===== src/rtl/pipeline_ctrl_pkg.sv =====
// Shared types and constants for the pipeline stall/flush controller.
package pipeline_ctrl_pkg;

  typedef enum logic {
    S_RUN    = 1'b0,
    S_MULDIV = 1'b1
  } ctrl_state_e;

  localparam int unsigned DEFAULT_MULDIV_LATENCY = 4;

endpackage


===== src/rtl/stall_perf_counter.sv =====
// Saturating enable counter; counts cycles with en_i high, holds at all-ones.
module stall_perf_counter #(
  parameter int unsigned Width = 32
) (
  input  logic             clk_i,
  input  logic             rst_i,
  input  logic             en_i,
  output logic [Width-1:0] count_o
);

  logic [Width-1:0] count_q, count_d;

  // Next count: increment when enabled, stop at all-ones.
  always_comb begin
    count_d = count_q;
    if (en_i && (count_q != {Width{1'b1}})) begin
      count_d = count_q + Width'(1);
    end
  end

  // Count register with synchronous reset.
  always_ff @(posedge clk_i) begin
    if (rst_i) begin
      count_q <= '0;
    end else begin
      count_q <= count_d;
    end
  end

  assign count_o = count_q;

endmodule


===== src/rtl/pipeline_stall_controller.sv =====
// Stall/flush controller for the 5-stage pipeline. Merges load-use stalls, multi-cycle
// MULT/DIV occupancy of EX and taken-branch flushes into pipeline enables and strobes.
// Optional macro STALL_PERF_EN adds a saturating stall-cycle counter on stall_cycles.
module pipeline_stall_controller
  import pipeline_ctrl_pkg::*;
#(
  parameter int unsigned BIT_WIDTH      = 32,
  parameter int unsigned MULDIV_LATENCY = DEFAULT_MULDIV_LATENCY,
  parameter int unsigned CNT_WIDTH      = 3
) (
  input  logic                 clk,
  input  logic                 rst,
  input  logic                 load_use_hazard,
  input  logic                 muldiv_start,
  input  logic                 branch_taken,
  output logic                 PCWrite,
  output logic                 Write_IFID,
  output logic                 Write_IDEX,
  output logic                 bubble_IDEX,
  output logic                 bubble_EXMEM,
  output logic                 flush_IFID,
  output logic                 flush_IDEX,
  output logic                 muldiv_done,
  output logic                 muldiv_abort,
  output logic [BIT_WIDTH-1:0] stall_cycles
);

  if (MULDIV_LATENCY < 2) begin : g_bad_latency
    $error("MULDIV_LATENCY must be at least 2");
  end
  if ((MULDIV_LATENCY - 2) >= (64'd1 << CNT_WIDTH)) begin : g_bad_cnt_width
    $error("CNT_WIDTH too narrow for MULDIV_LATENCY-2");
  end

  // Start cycle plus CntLoad+1 further cycles gives MULDIV_LATENCY cycles in EX.
  localparam logic [CNT_WIDTH-1:0] CntLoad = CNT_WIDTH'(MULDIV_LATENCY - 2);

  ctrl_state_e          state_q, state_d;
  logic [CNT_WIDTH-1:0] cnt_q, cnt_d;

  // Next state, counter and all control outputs.
  always_comb begin
    state_d      = state_q;
    cnt_d        = cnt_q;
    PCWrite      = 1'b1;
    Write_IFID   = 1'b1;
    Write_IDEX   = 1'b1;
    bubble_IDEX  = 1'b0;
    bubble_EXMEM = 1'b0;
    flush_IFID   = 1'b0;
    flush_IDEX   = 1'b0;
    muldiv_done  = 1'b0;
    muldiv_abort = 1'b0;
    if (!rst) begin
      unique case (state_q)
        S_RUN: begin
          if (branch_taken) begin
            // Younger instructions are killed, so their hazards are irrelevant.
            flush_IFID = 1'b1;
            flush_IDEX = 1'b1;
          end else if (muldiv_start) begin
            PCWrite      = 1'b0;
            Write_IFID   = 1'b0;
            Write_IDEX   = 1'b0;
            bubble_EXMEM = 1'b1;
            cnt_d        = CntLoad;
            state_d      = S_MULDIV;
          end else if (load_use_hazard) begin
            PCWrite     = 1'b0;
            Write_IFID  = 1'b0;
            bubble_IDEX = 1'b1;
          end
        end
        S_MULDIV: begin
          if (branch_taken) begin
            flush_IFID   = 1'b1;
            flush_IDEX   = 1'b1;
            muldiv_abort = 1'b1;
            cnt_d        = '0;
            state_d      = S_RUN;
          end else if (cnt_q != '0) begin
            PCWrite      = 1'b0;
            Write_IFID   = 1'b0;
            Write_IDEX   = 1'b0;
            bubble_EXMEM = 1'b1;
            cnt_d        = cnt_q - CNT_WIDTH'(1);
          end else begin
            // Result leaves EX with default enables; the held instruction advances.
            muldiv_done = 1'b1;
            state_d     = S_RUN;
          end
        end
        default: state_d = S_RUN;
      endcase
    end
  end

  // State and counter registers with synchronous reset.
  always_ff @(posedge clk) begin
    if (rst) begin
      state_q <= S_RUN;
      cnt_q   <= '0;
    end else begin
      state_q <= state_d;
      cnt_q   <= cnt_d;
    end
  end

`ifdef STALL_PERF_EN
  stall_perf_counter #(
    .Width(BIT_WIDTH)
  ) u_stall_perf_counter (
    .clk_i  (clk),
    .rst_i  (rst),
    .en_i   (!PCWrite && !rst),
    .count_o(stall_cycles)
  );
`else
  assign stall_cycles = '0;
`endif

endmodule


===== config.mk =====
export PLATFORM = sky130hd
export DESIGN_NAME = pipeline_stall_controller
export DESIGN_NICKNAME = d
export VERILOG_FILES = /design/src/rtl/pipeline_ctrl_pkg.sv /design/src/rtl/stall_perf_counter.sv /design/src/rtl/pipeline_stall_controller.sv
export SDC_FILE = /design/constraint.sdc
export NUM_CORES = 1
export LEC_CHECK = 0
export ABC_CLOCK_PERIOD_IN_PS = 3100
export BUFFER_PORTS_ARGS = -buffer_cell sky130_fd_sc_hd__buf_4
export CAP_MARGIN = 10
export CELL_PAD_IN_SITES_DETAIL_PLACEMENT = 2
export CELL_PAD_IN_SITES_GLOBAL_PLACEMENT = 2
export CORE_MARGIN = 2
export CORE_UTILIZATION = 19
export DETAILED_ROUTE_END_ITERATION = 6
export PLACE_DENSITY = 0.82
export RECOVER_POWER = 100
export SLEW_MARGIN = 20
export SYNTH_ARGS = -nofsm -noshare
export SYNTH_HDL_FRONTEND = slang
export SYNTH_SLANG_ARGS = --single-unit

===== constraint.sdc =====
create_clock -name clk -period 3.1 [get_ports clk]
set_input_delay 0.155 -clock clk [delete_from_list [all_inputs] [get_ports clk]]
set_output_delay 0.155 -clock clk [all_outputs]
set_load 0.005 [all_outputs]

==> flow_summary.yaml <==
floorplanning:
  row_count: 19
  die-area_um2: 3260
  die_h_um: 57.1
  ioPinCount: 46
  initial_utilization: 0.198
  core_um2: 2710
  die_x_um: 57.1
logic_synthesis:
  synth_cell_types: 22
  synth-edff-count: 0
  syn_area_um2: 536
  yosysWarningCount: 0
  ys_seq_elements: 4
  async_flop_share: 0
  synth_top_area_share: 0.477
  yosys_most_used_dff: "dfxtp_1"
  synthTopCellsByArea: "buf_4, dfxtp_1, ha_1, and2_1, nor2_1"
  synth_cells: 72
  syn_area_per_cell_um2: 7.44
  yosysSeqAreaShare: 0.150
  synth.most_common_cell: "buf_4"
  yosys.area.top_type: "buf_4"
  synthTopCellsByCount: "buf_4, nor2_1, dfxtp_1, inv_1, and2_1"
critical_path:
  crit_arrival_ns: 1.69
  slowest_delay_ns: 0.35
  cp-end-kind: "primary output"
  crit_required_ns: 2.94
  rr_worst_depth: 6
  cp_slowest_cell: "dfxtp_1"
  r2r_end: "cnt_q[1]"
  r2r-start: "cnt_q[0]"
  crit_fanout: 7
  rrSetupSlack_ns: 1.69
  crit_path_frequent_cell: "ha_1"
  worstSetupStartpointType: "flop"
  cp_cell_sequence: "inv_1, ha_1, ha_1, o21ai_0, and2_0, buf_4"
  critPathKind: "reg2out"
min_path:
  min_path_cells: 2
  min_path_type: "in2reg"
  hold_path.startpoint: "rst"
  holdPathEnd: "cnt_q[2]"
cts:
  worstSkewPairLatency_ns: 0.23
  numClockSinks: 4
  clk_path_buf_depth: 2
  hold_buffers: 0
  cts_setup_buffers: 0
  clockRootBuffer: "clkbuf_4"
  cts_inserted_buffers: 3
  clk_pin_slew_ns: 0.04
  htreeDepth: 1
  cts_resized: 0
  cts_tree: "built"
route:
  vias: 394
  drt-total-wl_um: 1100
  drc: 0
  firstDrtPassIters: 3
  ant_nets: 0
  vias_per_cell: 3.40
  first_iter_violations: 1
  wire_per_inst_um: 9.47
timing:
  finalCritPeriodShare: 0.595
  rsz0062_at_grt: "false"
  final.setup.tns_ns: 0
  clock.fmax_ghz: 0.542
  maxSlewViolCount: 0
  skew_ns: 0.00179
  setup_violations: 0
  finalHoldViolCount: 0
  setup_ws_ns: 1.26
  period_needed_ns: 1.84
global_routing:
  grt_pass1_wl_um: 1830
  grt_max_degree: 8
  grtUsageTotal: 0.0734
  grt-ovfl-total: 0
  grt_pass1_vias: 406
  antenna_found_initial: 0
power_and_ir_drop:
  power_uw: 162
  leakage_nw: 0.283
  p_per_area_nw_per_um2: 292
  irDropWorstVdd_uv: 252
job:
  drv_cap: 0
layout:
  fill_cells: 349
  diodes: 0
  area_delta_synth_final_pct: 3.74
  nets: 94
  design_area_um2: 556
  drive_gt1_frac: 0.200
placed_design:
  dp_hpwl_um: 964
  placed_cell_area_um2: 533
  pre_cts_slack_ns: 1.57
  io_buffers: 13
  gp_congestion: 0.726
outcome:
  outcome: "completed"
## cell families after synthesis
kind of cell | after synthesis | share of synthesized area
other | 1 | 0.00700
buffers and inverters | 38 | 0.505
flip-flops | 4 | 0.150
adder cells (fa/ha/maj) | 2 | 0.0467
AO/OA/AOI/OAI | 8 | 0.0958
XOR/XNOR | 1 | 0.0164
AND/OR/NAND/NOR | 18 | 0.180
## through the flow
step	cells	hold WS, ns	util
global route	116	0.112	0.205
CTS	116	0.117	0.205
global placement	113	0.368	0.197
floorplan	103	0.224	-
detailed placement	113	0.370	0.197
finish	116	0.122	0.205
## per-layer routing
layer | part of all wire | wire (um) | global-route usage | vias to the layer above
li1 | - | - | - | 189
met1 | 0.38 | 416 | 0.0773 | 183
met2 | 0.54 | 590 | 0.130 | 20
met3 | 0.074 | 81 | 0.0295 | 2
met4 | 0.0091 | 10 | 0.0299 | 0
met5 | 0 | 0 | 0 | -
## worst max-delay path: cells and delay by family, from the launching register on
| family | cells | cell delay (ns) |
|---|---|---|
| DFF | 1 | 0.35 |
| and+or+nand+nor | 1 | 0.19 |
| adders and majority gates | 2 | 0.47 |
| AOI/OAI and AO/OA | 1 | 0.26 |
| buffers and inverters | 2 | 0.18 |
## placed cells by master, fill, tap and decap left out, drive strengths merged
master   netlist  layout
nand3          1       1
dfxtp          4       4
ha             2       2
buf           34       9
nor2           5       5
and2           3       3
a21oi          2       2
conb           1      32
o311ai         1       1
nor3           1       1
nand2b         2       2
o21ai          3       3
nor2b          2       2
and2b          1       1
xnor2          1       1
clkbuf         0       7
nand2          2       2
a32oi          1       1
a2bb2oi        1       1
and3           1       1
inv            4       4
## layout make-up
type,count,area [um2],share of cell area
Tap cell,31,38.8,0.0698
Inverter,4,15.0,0.0270
Sequential cell,4,80.1,0.144
Multi-Input combinational cell,61,302,0.543
Clock buffer,3,22.5,0.0405
Timing Repair Buffer,13,97.6,0.176
## how the worst max path moves through the flow
| stage | start | end | slack (ns) | cells past startpoint |
|---|---|---|---|---|
| after global placement | cnt_q[0] | Write_IFID | 1.63 | 6 |
| after detailed placement | cnt_q[0] | bubble_EXMEM | 1.57 | 6 |
| after global routing | cnt_q[0] | bubble_EXMEM | 1.05 | 6 |
| after floorplan | cnt_q[0] | Write_IFID | 1.68 | 6 |
| after CTS | cnt_q[0] | bubble_EXMEM | 1.31 | 6 |
| final | cnt_q[0] | bubble_EXMEM | 1.26 | 6 |
## registers in the layout, summed over array words and instances (netlist names)
| name | count |
|---|---|
| state_q | 1 |
| cnt_q | 3 |
## report_power, final
group,switching (mW),total [mW],internal (mW)
combinational,0.0256,0.0423,0.0168
sequential,0.00180,0.0554,0.0536
clock,0.0212,0.0645,0.0433
total,0.0486,0.162,0.114
(Power assumes the default switching activity.)
